[config.mk]
export PLATFORM = sky130hd
export DESIGN_NAME = rp_uart_tx
export DESIGN_NICKNAME = d
export VERILOG_FILES = /design/src/rtl/rp_uart_pkg.sv /design/src/rtl/rp_fifo.sv /design/src/rtl/rp_uart_tx.sv
export SDC_FILE = /design/constraint.sdc
export NUM_CORES = 1
export LEC_CHECK = 0
export BUFFER_PORTS_ARGS = -buffer_cell sky130_fd_sc_hd__buf_2
export CAP_MARGIN = 10
export CORE_MARGIN = 1
export CORE_UTILIZATION = 55
export CTS_CLUSTER_SIZE = 12
export DETAILED_ROUTE_END_ITERATION = 16
export GPL_TIMING_DRIVEN = 0
export PLACE_DENSITY_LB_ADDON = 0.15
export SETUP_SLACK_MARGIN = 0.05
export SLEW_MARGIN = 20
export SYNTH_ARGS = -nofsm -noshare
export SYNTH_HDL_FRONTEND = slang
export SYNTH_HIERARCHICAL = 1
export SYNTH_SLANG_ARGS = --single-unit
[constraint.sdc]
create_clock -name clk -period 6.9 [get_ports clk]
set_clock_uncertainty 0.2 [all_clocks]
set_input_delay 0.345 -clock clk [delete_from_list [all_inputs] [get_ports clk]]
set_output_delay 0.345 -clock clk [all_outputs]
set_load 0.02 [all_outputs]
[src/rtl/rp_uart_pkg.sv]
// rp_uart_pkg: shared definitions for the rp32 UART blocks.
//   - Register indices decoded from bus address bits [3:2].
//   - STATUS register bit positions.
//   - Transmitter FSM state encoding (uart_tx_st_t).
// Configuration macro: RP_UART_TX_PARITY_EN adds the PARITY state.
package rp_uart_pkg;

    localparam logic [1:0] UART_DATA = 2'd0;
    localparam logic [1:0] UART_STAT = 2'd1;
    localparam logic [1:0] UART_BAUD = 2'd2;
    localparam logic [1:0] UART_RSVD = 2'd3;

    localparam int STAT_EMPTY = 0;
    localparam int STAT_FULL  = 1;
    localparam int STAT_BUSY  = 2;
    localparam int STAT_LVL   = 8;   // LSB of the 8-bit FIFO level field

    typedef enum logic [2:0] {
        ST_IDLE   = 3'd0,
        ST_START  = 3'd1,
        ST_DATA   = 3'd2,
`ifdef RP_UART_TX_PARITY_EN
        ST_PARITY = 3'd3,
`endif
        ST_STOP   = 3'd4
    } uart_tx_st_t;

endpackage

[src/rtl/rp_fifo.sv]
// rp_fifo: synchronous first-word-fall-through FIFO.
// Ports:
//   clk, rst   clock, asynchronous active-high reset (flushes pointers/level)
//   push,wdata write request and data; ignored when full
//   pop        read request; ignored when empty
//   rdata      head entry (valid while !empty)
//   full,empty occupancy flags
//   level      number of stored entries (0..DEPTH)
// DEPTH must be a power of two so the pointers wrap naturally.
module rp_fifo #(
    parameter  int DEPTH = 4,
    parameter  int WIDTH = 8,
    localparam int AW    = $clog2(DEPTH),
    localparam int LW    = AW + 1
) (
    input  logic             clk,
    input  logic             rst,
    input  logic             push,
    input  logic [WIDTH-1:0] wdata,
    input  logic             pop,
    output logic [WIDTH-1:0] rdata,
    output logic             full,
    output logic             empty,
    output logic [LW-1:0]    level
);

    logic [WIDTH-1:0] mem [DEPTH];
    logic [AW-1:0]    wptr;
    logic [AW-1:0]    rptr;
    logic             do_push;
    logic             do_pop;

    assign full    = (level == LW'(DEPTH));
    assign empty   = (level == '0);
    assign do_push = push & ~full;
    assign do_pop  = pop & ~empty;
    assign rdata   = mem[rptr];

    // Storage carries no reset; only the pointers define validity.
    always_ff @(posedge clk) begin
        if (do_push) begin
            mem[wptr] <= wdata;
        end
    end

    always_ff @(posedge clk or posedge rst) begin
        if (rst) begin
            wptr  <= '0;
            rptr  <= '0;
            level <= '0;
        end else begin
            if (do_push) wptr <= wptr + AW'(1);
            if (do_pop)  rptr <= rptr + AW'(1);
            // Simultaneous push and pop leaves the level unchanged.
            case ({do_push, do_pop})
                2'b10:   level <= level + LW'(1);
                2'b01:   level <= level - LW'(1);
                default: level <= level;
            endcase
        end
    end

endmodule

[src/rtl/rp_uart_tx.sv]
// rp_uart_tx: memory-mapped UART transmitter on the rp32 data bus.
// Ports:
//   clk, rst              clock, asynchronous active-high reset
//   bus_req/wen/sel/adr/wdt  bus request (adr[3:2] selects the register)
//   bus_rdt               registered read data, held until the next read
//   bus_ack               combinational acknowledge, low only for a DATA
//                         push into a full FIFO
//   txd                   serial output, idle high
// Registers: 0 DATA (W push byte), 1 STATUS (R), 2 BAUD (R/W), 3 reserved.
// Configuration macro: RP_UART_TX_PARITY_EN -> 8E1 frames (11 bits),
// otherwise 8N1 (10 bits).
module rp_uart_tx
    import rp_uart_pkg::*;
#(
    parameter int          DAW = 16,
    parameter int          DDW = 32,
    parameter int          DSW = DDW/8,
    parameter int          FD  = 4,
    parameter logic [15:0] BDR = 16'd867
) (
    input  logic           clk,
    input  logic           rst,
    input  logic           bus_req,
    input  logic           bus_wen,
    input  logic [DSW-1:0] bus_sel,
    input  logic [DAW-1:0] bus_adr,
    input  logic [DDW-1:0] bus_wdt,
    output logic [DDW-1:0] bus_rdt,
    output logic           bus_ack,
    output logic           txd
);

    localparam int LW = $clog2(FD) + 1;

    logic [1:0]    reg_idx;
    logic          data_wr;
    logic          baud_wr;
    logic          bus_rd;
    logic          fifo_push;
    logic          fifo_pop;
    logic          fifo_full;
    logic          fifo_empty;
    logic [7:0]    fifo_rdata;
    logic [LW-1:0] fifo_level;

    logic [15:0]   baud;
    logic [15:0]   cnt;
    logic          bit_end;
    uart_tx_st_t   state;
    logic [7:0]    shift;
    logic [2:0]    bit_cnt;
    logic          par;
    logic          busy;
    logic [DDW-1:0] status;
    logic [DDW-1:0] rd_val;

    // Only adr[3:2], wdt[15:0] and sel[1:0] are decoded; the register
    // block aliases across the rest of the address space.
    logic          unused_bits;
    assign unused_bits = ^{bus_adr[DAW-1:4], bus_adr[1:0],
                           bus_wdt[DDW-1:16], bus_sel[DSW-1:2]};

    assign reg_idx = bus_adr[3:2];
    assign data_wr = bus_req & bus_wen & (reg_idx == UART_DATA) & bus_sel[0];
    assign baud_wr = bus_req & bus_wen & (reg_idx == UART_BAUD);
    assign bus_rd  = bus_req & ~bus_wen;

    // A push into a full FIFO is stalled even if the FSM pops on this edge;
    // the requester holds the request and it lands on the next cycle.
    assign bus_ack   = ~(data_wr & fifo_full);
    assign fifo_push = data_wr & ~fifo_full;

    assign bit_end  = (cnt == 16'd0);
    assign busy     = (state != ST_IDLE);
    assign fifo_pop = ~fifo_empty &
                      ((state == ST_IDLE) | ((state == ST_STOP) & bit_end));

    rp_fifo #(
        .DEPTH (FD),
        .WIDTH (8)
    ) u_fifo (
        .clk   (clk),
        .rst   (rst),
        .push  (fifo_push),
        .wdata (bus_wdt[7:0]),
        .pop   (fifo_pop),
        .rdata (fifo_rdata),
        .full  (fifo_full),
        .empty (fifo_empty),
        .level (fifo_level)
    );

    // Baud divisor, byte-writable.
    always_ff @(posedge clk or posedge rst) begin
        if (rst) begin
            baud <= BDR;
        end else if (baud_wr) begin
            if (bus_sel[0]) baud[7:0]  <= bus_wdt[7:0];
            if (bus_sel[1]) baud[15:8] <= bus_wdt[15:8];
        end
    end

    always_comb begin
        status                      = '0;
        status[STAT_EMPTY]          = fifo_empty;
        status[STAT_FULL]           = fifo_full;
        status[STAT_BUSY]           = busy;
        status[STAT_LVL +: 8]       = 8'(fifo_level);
    end

    always_comb begin
        rd_val = '0;
        case (reg_idx)
            UART_STAT: rd_val = status;
            UART_BAUD: rd_val = {{(DDW-16){1'b0}}, baud};
            UART_DATA: rd_val = '0;
            UART_RSVD: rd_val = '0;
            default:   rd_val = '0;
        endcase
    end

    always_ff @(posedge clk or posedge rst) begin
        if (rst) begin
            bus_rdt <= '0;
        end else if (bus_rd) begin
            bus_rdt <= rd_val;
        end
    end

    // Transmit FSM. txd is registered from the current state, so the line
    // trails the state by one clock; every bit still lasts baud+1 clocks.
    // The baud counter reloads only at a bit boundary, so a BAUD write
    // mid-bit never shortens the bit in progress.
    always_ff @(posedge clk or posedge rst) begin
        if (rst) begin
            state   <= ST_IDLE;
            cnt     <= '0;
            shift   <= '0;
            bit_cnt <= '0;
            par     <= 1'b0;
            txd     <= 1'b1;
        end else begin
            if (state == ST_IDLE) begin
                if (!fifo_empty) cnt <= baud;
            end else begin
                cnt <= bit_end ? baud : cnt - 16'd1;
            end

            case (state)
                ST_IDLE: begin
                    txd <= 1'b1;
                    if (!fifo_empty) begin
                        shift <= fifo_rdata;
                        par   <= ^fifo_rdata;
                        state <= ST_START;
                    end
                end
                ST_START: begin
                    txd <= 1'b0;
                    if (bit_end) begin
                        bit_cnt <= '0;
                        state   <= ST_DATA;
                    end
                end
                ST_DATA: begin
                    txd <= shift[0];
                    if (bit_end) begin
                        shift   <= shift >> 1;
                        bit_cnt <= bit_cnt + 3'd1;
                        if (bit_cnt == 3'd7) begin
`ifdef RP_UART_TX_PARITY_EN
                            state <= ST_PARITY;
`else
                            state <= ST_STOP;
`endif
                        end
                    end
                end
`ifdef RP_UART_TX_PARITY_EN
                ST_PARITY: begin
                    txd <= par;
                    if (bit_end) state <= ST_STOP;
                end
`endif
                ST_STOP: begin
                    txd <= 1'b1;
                    if (bit_end) begin
                        // Back-to-back frames: next START follows the stop
                        // bit with no idle gap.
                        if (!fifo_empty) begin
                            shift <= fifo_rdata;
                            par   <= ^fifo_rdata;
                            state <= ST_START;
                        end else begin
                            state <= ST_IDLE;
                        end
                    end
                end
                default: begin
                    txd   <= 1'b1;
                    state <= ST_IDLE;
                end
            endcase
        end
    end

endmodule

* Word level (Yosys, flattened, before mapping)
Memories as Yosys holds them, arrays and structs flattened.
Index checks and enable logic that the tools add are counted.
** Storage, ports and cells
- Input port bits :: 56
- Memories :: 1
- Output and inout port bits :: 34
- Word-level logic and storage cells :: 85
- Register bits :: 86
- Bits in writable memories :: 32
** Cells by class
- Bitwise logic cells :: 16
- Reduce and logical (&&, ||, !) cells :: 14
- Add/subtract/negate cells :: 6
- Mux-type cells :: 22
- Eq/ne operators :: 15
** Memories
- u_fifo.mem :: depth 4, width 8, rd ports 1, clocked after memory_dff 0, wr ports 1, line rp_fifo.sv:27 : logic [WIDTH-1:0] mem [DEPTH];
** Operators with widths (count)
- case mux 32 bit (3 select lines) :: 1
- two-way mux 16 bit :: 3
- two-way mux 8 bit :: 3
- case mux 8 bit (3 select lines) :: 1
- two-way mux 3 bit :: 7
- zero test 16 bit :: 1
- subtractor 16 x 1 -> 16 bit (second input constant) :: 1
- case mux 3 bit (2 select lines) :: 2
- case mux 3 bit (4 select lines) :: 1
- bitwise AND 1 bit :: 11
- inequality test 2 bit (second input constant) :: 5
- == test 3 bit (second input constant) :: 3
- adder 3 x 1 -> 3 bit (second input constant) :: 2
- == test 2 bit (second input constant) :: 3
- zero test 3 bit :: 2
- AND reduction 3 bit :: 2
- nonzero test 3 bit :: 2
- AND reduction 5 bit :: 1
- adder 2 x 1 -> 2 bit (second input constant) :: 2
- == test 2 x 1 -> 1 bit (second input constant) :: 2
- NOT 1 bit :: 4
- AND reduction 2 bit :: 2
- nonzero test 2 bit :: 2
- == test 3 x 1 -> 1 bit (second input constant) :: 1
- 7 further kinds :: 9

* Depth between registers and ports, before layout
Gate-level depths: netlist of the first run.
- Depth in word-level cells :: 7
- Mapped depth :: 14
- Depth with buffers taken out :: 14

* Cells and area by module
Netlist of the first run, hierarchy kept.
** Modules (own cells, without submodules)
- rp_uart_tx :: area an instance 3243.1 µm², cells an instance 300, seq. area each 1585.3 µm², instances 1
- rp_fifo :: area an instance 1596.5 µm², cells an instance 80, seq. area each 1136.1 µm², instances 1

* Least setup slack after synthesis of the first run
OpenSTA, ideal clock, no wires.
- Path kind :: register -> register
- From :: register cnt[0]
- To :: register u_fifo.level[2]
- Data required time :: 6.621 ns
- Buffers on the path :: 0
- Path slack :: 3.814 ns
- Setup time :: 0.079 ns
- Stages on the path, launching flop included :: 15
- Arrival time :: 2.807 ns
- Period minus slack after synthesis :: 3.086 ns
- Cells stage by stage :: dfrtp_1 -> inv_1 -> ha_1 -> or4b_4 -> nor3_4 -> nand2_1 -> and2_1 -> nor2b_1 -> o31a_2 -> ha_1 -> inv_1 -> fa_1 -> xor2_1 -> nor2_1 -> xor2_1
** Between the ends
- Cells in the longest elaborated chain, start to end :: 7
- Elaborated cells between the ends (all ways) :: 9
** Ends and longest elaborated chain
- from (decl) :: line rp_uart_tx.sv:47 : logic [15:0] cnt;
- from (signal assigned) :: line rp_uart_tx.sv:144 : if (!fifo_empty) cnt <= baud;
- from (signal assigned) :: line rp_uart_tx.sv:146 : cnt <= bit_end ? baud : cnt - 16'd1;
- zero test 16 bit * :: line rp_uart_tx.sv:73 : assign bit_end = (cnt == 16'd0);
- bitwise AND 1 bit * :: line rp_uart_tx.sv:76 : ((state == ST_IDLE) | ((state == ST_STOP) & bit_end));
- OR 1 bit * :: line rp_uart_tx.sv:76
- bitwise AND 1 bit * :: line rp_uart_tx.sv:75 : assign fifo_pop = ~fifo_empty &
- via fifo_pop :: line rp_uart_tx.sv:40 : logic fifo_pop;
- bitwise AND 1 bit * :: line rp_fifo.sv:36 : assign do_pop = pop & ~empty;
- via u_fifo.do_pop :: line rp_fifo.sv:31 : logic do_pop;
- == test 2 x 1 -> 1 bit / == test 2 bit (equally long branches) :: line rp_fifo.sv:55 : case ({do_push, do_pop})
- case mux 3 bit (2 select lines) / nonzero test 2 bit (equally long branches)
- to (signal assigned) :: line rp_fifo.sv:56 : 2'b10: level <= level + LW'(1);
- to (signal assigned) :: line rp_fifo.sv:57 : 2'b01: level <= level - LW'(1);
- to (signal assigned) :: line rp_fifo.sv:58 : default: level <= level;
- to (decl) :: line rp_fifo.sv:24 : output logic [LW-1:0] level
Mark *: on every way through the listed nets, which the timed path passes. The rest lies on a longest branch.
A chain may end at the register's enable or synchronous reset.

* Final worst setup path of the first run
Same ends and word-level chain as after synthesis.

==> summary.md, run 1 <==
| Metric | Value |
|---|---|
| Worst Path Max Fanout | `7` |
| Placed Cells incl. Taps | `around 540` |
| Seq/Total Area, Yosys | `0.562` |
| First-pass GRT wire length | `15600 um` |
| Total track usage | `0.228` |
| Outcome | `complete, no violations` |
| CP delay by family, top | `simple AND/OR/NAND/NOR gates` |
| Tmin final | `3.62 ns` |
| Fraction of registers with async set/reset | `0.686` |
| Total grt overflow | `0` |
| Least-Margin Pin Slew | `0.930 ns` |
| # rows | `33` |
| CP Capture Type | `flop` |
| First-pass DRT Iterations | `5` |
| Worst VDD drop | `0.000183 V` |
| Die area | `0.00918 mm^2` |
| Slowest stage delay, CP | `0.49 ns` |
| Largest net degree at the start of global routing | `45` |
| Buf/Inv on CP | `2` |
| Cells after synthesis | `380` |
| Via-per-instance ratio | `5.68` |
| Worst skew pair latency | `0.36 ns` |
| WL/cell | `between 15 and 20 um` |
| H-tree levels | `3` |
| Hpwl dp | `6870 um` |
| Post-CTS Hold Buffers | `1` |
| PD cells | `between 300 and 400 mW/mm^2` |
| Root Driver | `clkbuf_8` |
| Netlist cell types | `63` |
| CTS Buf Count | `9` |
| Ys flop type | `dfrtp_1` |
| Clock buffer depth | `2` |
| Comb pwr share | `0.296` |
| Cell-internal power | `1.21 mW` |
| Worst path slowest cell | `or4b_4` |
| Vias in the first global route | `3141` |
| Req. time, crit path | `6.98 ns` |
| Final Hold Fails | `0` |
| Final non-filler cell total | `559` |
| Crit path launch type | `flop` |
| Drt total wl | `9420 um` |
| Post-CTS sizing | `0` |
| Leakage | `roughly 2.3 nW` |
| Initial core utilization | `0.577` |
| Worst-path clk slew | `0.10 ns` |
| Routability Congestion | `0.852` |
| Synthesized cell area | `approximately 0.0048 mm^2` |
| Antenna cells | `0` |
| Die width | `95.8 um` |
| Synth Area per Inst | `12.7 um^2` |
| Core area | `0.00838 mm^2` |
| Post-CTS Setup Repair Bufs | `0` |
| Sequential cell area | `0.00272 mm^2` |
| Crit share post-route | `0.525` |
| Crit path DAT | `around 3.7 ns` |
| Final setup margin | `approximately 3.3 ns` |
| Synthesized flop and latch total | `102` |
| PortBufs | `41` |
| Area after DPL | `between 0.005 and 0.006 mm^2` |
| Flop pwr share | `0.489` |
| Clock sink total | `102` |
| Max frequency | `276 MHz` |
| Post-DRT Antenna Nets | `0` |
| Crit-path cells | `inv_1, ha_1, or4b_4, nor3_4, nand2_1, and2_1, nor2b_1, o31a_2, ha_1, inv_1, fa_1, xor2_1, nor2_1, xor2_1` |
| Pre-CTS setup slack | `3.31 ns` |
| CTS tree | `built` |
| Clk network pwr share | `0.215` |
| Area of the multi-input gates | `around 0.0019 mm^2` |
| DIE HEIGHT | `95.8 um` |
| Net Sw Power | `0.590 mW` |
| Total number of vias | `between 3000 and 4000` |
| Switching part of the total power | `0.328` |
| Fraction of layout instances using a drive strength above 1 | `0.319` |
| Nets | `a little over 500` |
| Initial antenna violation count | `0` |
| Setup_tns | `0 ns` |
| DRC | `0` |
| Crit Path Class | `reg -> reg` |
| Area Growth Syn to Fin | `13.2%` |
| Max-Cap Viols | `0` |
| Synth warn | `6` |
| Final setup violation count | `0` |
| Worst min path class | `in -> reg` |
| Final instance area | `0.00548 mm^2` |
| Post-synth EDFFs | `32` |
| Slew margin rel. | `0.377` |
| Fin. max-slew vios | `0` |
| Initial drt markers | `163` |
| Unrepaired setup endpoints after global routing | `no` |
| WHS | `0.0129 ns` |
| I/O pin count | `90` |
| Fillers | `~670` |
path summary, 6_finish.rpt:
path / startpoint / end / slack (ns) / cells after the start
max: cnt[0] / u_fifo/level[2] / 3.28 / 14
min: bus_wdt[15] / baud[15] / 0.01 / 2
max reg2reg: cnt[0] / u_fifo/level[2] / 3.28 / 14
min reg2reg: bus_rdt[10] / bus_rdt[10] / 0.30 / 2
max in group asynchronous: rst / baud[6] / 5.65 / 4
min in group asynchronous: rst / u_fifo/wptr[0] / 0.28 / 3
routing by layer:
metal,wire [um],global-route usage,share of wire,vias up
met2,4680,0.379,0.50,90
met5,0,0,0,-
met3,396,0.0490,0.042,6
met4,55,0.0361,0.0058,0
met1,4290,0.318,0.46,1582
li1,-,-,-,1499
cells in the mapped netlist (all sizes together) (4+ instances only):
cell type / instances / area [um^2]
mux2i: 6 / 60.1
ha: 9 / 113
o21ai: 19 / 110
nor3: 12 / 71.3
buf: 22 / 159
edfxtp: 32 / 961
clkbuf: 10 / 37.5
a22oi: 10 / 75.1
dfrtp: 63 / 1580
nand2b: 5 / 31.3
nor2b: 9 / 63.8
nand3: 4 / 20.0
mux4: 8 / 180
inv: 17 / 63.8
dfstp: 7 / 184
and2: 5 / 36.3
a21oi: 8 / 43.8
a31oi: 4 / 25.0
mux2: 33 / 375
nand2: 22 / 82.6
nor2: 18 / 70.1
a221o: 4 / 40.0
a22o: 10 / 87.6
stage by stage:
stage	power, mW	utilization
final	1.80	0.654
after global placement	1.40	0.624
after detailed placement	1.42	0.628
after CTS	1.81	0.654
after floorplan	1.28	-
after global routing	1.91	0.654
power groups by stage:
stage	clock, mW	combinational (mW)	sequential, mW
2_1_floorplan	0	0.406	0.872
3_3_place_gp	0	0.511	0.885
3_5_place_dp	0	0.535	0.888
4_1_cts	0.398	0.537	0.878
5_1_grt	0.418	0.590	0.900
6_report	0.387	0.533	0.879
registers in the layout, summed over array words and instances (netlist names), 3 cells and up:
register,count
baud,16
bit_cnt,3
bus_rdt,16
cnt,16
shift,8
state,3
u_fifo/level,3
u_fifo/mem,32
layout make-up:
cell class	count	share of cell area
inverters	17	0.0121
clock inverters	5	0.0119
repair buffers	43	0.0443
clock buffers	11	0.0258
plain buffers	32	0.0359
multi-input cells	244	0.349
flip-flops and latches	102	0.497
well taps	105	0.0240
cells in the final DEF (no fill, tap or decap), types with 5 or more instances in the layout:
master     n
inv_1     16
nor3_1    11
conb_1    16
nor2b_1    8
nand2_1   22
o21ai_0   16
mux2_2    32
mux4_2     8
ha_1       9
dfrtp_1   63
clkbuf_1  11
buf_2     45
a21oi_1    7
clkbuf_8  10
dfstp_2    7
mux2i_1    6
edfxtp_1  32
a22oi_1   10
nor2_1    17
buf_4     17
a22o_1    10
nand2b_1   5
cells by family after synthesis:
kind of cell               synth area share
AOI/OAI and AO/OA                     0.111
xor gates and xnor gates             0.0109
adders and majority gates            0.0274
buffers and inverters                0.0538
DFF                                   0.562
muxes                                 0.127
other                              0.000775
and+or+nand+nor                       0.107
No activity file was read; power rests on OpenSTA's default activity.
==> inputs of run 2 (changes only) <==
==> constraint.sdc (replaced) <==
create_clock -name clk -period 3.7 [get_ports clk]
set_clock_uncertainty 0.2 [all_clocks]
set_input_delay 0.185 -clock clk [delete_from_list [all_inputs] [get_ports clk]]
set_output_delay 0.185 -clock clk [all_outputs]
set_load 0.02 [all_outputs]
==> run 2 against run 1 <==
Sequential share of layout area shrank 1.6 points. Fmax rose by 2.4%. Via count grew 2.2%. Combinational power rose by 89%. Register-to-register slack worse by 3.1 ns. Critical path depth did not move. Sequential power is 87% higher. Critical endpoint unchanged. Largest power group unchanged.
==> summary.md, run 2 (synthesis gave the netlist of run 1 again) <==
| Metric | Value |
|---|---|
| Final Hold Fails | `0 (unchanged)` |
| Routability Congestion | `0.852 (unchanged)` |
| Slew margin rel. | `0.367 (-0.00979)` |
| Drt total wl | `9680 um (+2.8%)` |
| Final setup margin | `0.161 ns (-3.12 ns)` |
| Final instance area | `0.00566 mm^2 (+3.4%)` |
| Least-Margin Pin Slew | `0.945 ns (+0.0146 ns)` |
| Area after DPL | `0.00526 mm^2 (unchanged)` |
| Antenna cells | `0 (unchanged)` |
| CTS Buf Count | `9 (unchanged)` |
| Worst skew pair latency | `0.36 ns (about the same)` |
| PD cells | `596 mW/mm^2 (+81%)` |
| Final setup violation count | `0 (unchanged)` |
| Crit Path Class | `reg -> reg` |
| Setup_tns | `0 ns (unchanged)` |
| DIE HEIGHT | `95.8 um (unchanged)` |
| Initial core utilization | `0.577 (unchanged)` |
| Fillers | `650 (-3.1%)` |
| First-pass GRT wire length | `15900 um (+1.8%)` |
| Slack of the worst reg-to-reg path | `0.16 ns (-3.12 ns)` |
| Area of the multi-input gates | `0.00192 mm^2 (+0.13%)` |
| Clock buffer depth | `2 (unchanged)` |
| CTS tree | `built` |
| Reg-to-reg endpoint | `u_fifo/level[2]` |
| CP Capture Type | `flop` |
| Initial drt markers | `177 (+8.6%)` |
| Unrepaired setup endpoints after global routing | `no` |
| Crit path DAT | `3.62 ns (-0.08 ns)` |
| Nets | `534 (+3.7%)` |
| Core area | `0.00838 mm^2 (unchanged)` |
| Max-Cap Viols | `0 (unchanged)` |
| First-pass DRT Iterations | `5 (unchanged)` |
| I/O pin count | `90 (unchanged)` |
| Worst Path Max Fanout | `5 (-2)` |
| Slowest stage delay, CP | `0.49 ns (about the same)` |
| Commonest non-fill, non-tap cells in the layout | `63 x dfrtp_1, 45 x buf_2, 32 x mux2_2, 32 x edfxtp_1, 22 x nand2_1` |
| Total number of vias | `3248 (+2.2%)` |
| Pre-CTS setup slack | `0.106 ns (-3.20 ns)` |
| Initial antenna violation count | `0 (unchanged)` |
| Worst min path class | `in -> async` |
| PortBufs | `41 (unchanged)` |
| H-tree levels | `3 (unchanged)` |
| Top reg by flops | `u_fifo/mem` |
| Req. time, crit path | `3.78 ns (-3.20 ns)` |
| Crit share post-route | `0.956 (+0.431)` |
| Clock sink total | `102 (unchanged)` |
| Worst path slowest cell | `or4b_4` |
| Total grt overflow | `0 (unchanged)` |
| Worst-path clk slew | `0.10 ns (about the same)` |
| Area Growth Syn to Fin | `17.0%` |
| Leakage | `2.41 nW (+3.6%)` |
| Die width | `95.8 um (unchanged)` |
| Hpwl dp | `6870 um (unchanged)` |
| WL/cell | `16.7 um (-0.63%)` |
| Fraction of layout instances using a drive strength above 1 | `0.315 (-0.00437)` |
| Post-DRT Antenna Nets | `0 (unchanged)` |
| Most common cell after layout, fill and taps aside | `dfrtp_1` |
| Sequential cell area | `0.00272 mm^2 (unchanged)` |
| Outcome | `complete, no violations` |
| Total track usage | `0.232 (+0.00362)` |
| Fin. max-slew vios | `0 (unchanged)` |
| Max frequency | `283 MHz (+2.4%)` |
| Crit-path cells | `inv_1, ha_1, or4b_4, nor3_4, nand2_1, and2_1, nor2b_2, o31a_2, ha_1, inv_1, fa_1, xor2_1, nor2_1, xor2_1` |
| Max FFs per register | `32 (unchanged)` |
| DRC | `0 (unchanged)` |
| Root Driver | `clkbuf_8` |
| Total chip power | `3.38 mW (+88%)` |
| Tmin final | `3.54 ns (-0.0845 ns)` |
| Crit path launch type | `flop` |
| Worst VDD drop | `0.000342 V (+86%)` |
| Die area | `0.00918 mm^2 (unchanged)` |
| WHS | `0.119 ns (+0.106 ns)` |
| FF-to-FF Start | `cnt[0]` |
| # rows | `33 (unchanged)` |
| Via-per-instance ratio | `5.62 (-1.1%)` |
| R2R cell count | `14 (unchanged)` |
| Largest net degree at the start of global routing | `45 (unchanged)` |
| Vias in the first global route | `3204 (+2.0%)` |
run 2: cell types whose count changed in the layout (fill, tap and decap cells not counted), sizes merged:
cell / previous run / this run
buf: 64 / 67
dlygate4sd3: 1 / 17
run 2: critical path: cells and delay by family, from the launching register on:
kind | cells | cell delay, ns
simple gates | 6 | 1.43
fa+ha+maj | 3 | 0.70
compound gates | 1 | 0.22
flops | 1 | 0.43
buf+inv | 2 | 0.16
xor+xnor | 2 | 0.31
run 2: layout make-up:
class                   instances  area share
repair buffers                 62      0.0751
plain buffers                  32      0.0347
inverters                      17      0.0117
flip-flops and latches        102       0.480
multi-input cells             244       0.338
clock inverters                 5      0.0115
clock buffers                  11      0.0250
well taps                     105      0.0232
run 2: per-stage QoR:
step | instances | util
2_1_floorplan | 395 | -
3_3_place_gp | 541 | 0.624
3_5_place_dp | 542 | 0.628
4_1_cts | 575 | 0.673
5_1_grt | 578 | 0.676
6_report | 578 | 0.676
run 2: routing by layer:
metal / track usage / vias to the layer above / part of all wire
li1: - / 1537 / -
met1: 0.322 / 1618 / 0.46
met2: 0.388 / 86 / 0.50
met3: 0.0474 / 7 / 0.039
met4: 0.0361 / 0 / 0.0061
met5: 0 / - / 0
run 2: report_power, final:
part           switching (mW)  internal [mW]
Sequential              0.218           1.42
Clock                   0.388          0.339
Combinational           0.504          0.505
run 2: how the worst max path moves through the flow:
stage                     startpoint               to  cells after the start
final                         cnt[0]  u_fifo/level[2]                     14
after global routing          cnt[0]  u_fifo/level[2]                     14
after global placement        cnt[0]  u_fifo/level[2]                     14
after CTS                     cnt[0]  u_fifo/level[2]                     14
after floorplan               cnt[0]  u_fifo/level[2]                     14
after detailed placement      cnt[0]  u_fifo/level[2]                     14
run 2: repair_timing:
item / in CTS / in global routing
endpoints found under the setup margin: 0 / 1
setup buffers: 0 / 3
hold buffers: 17 / 0
endpoints found under the hold margin: 113 / 0
resized for setup: 0 / 1
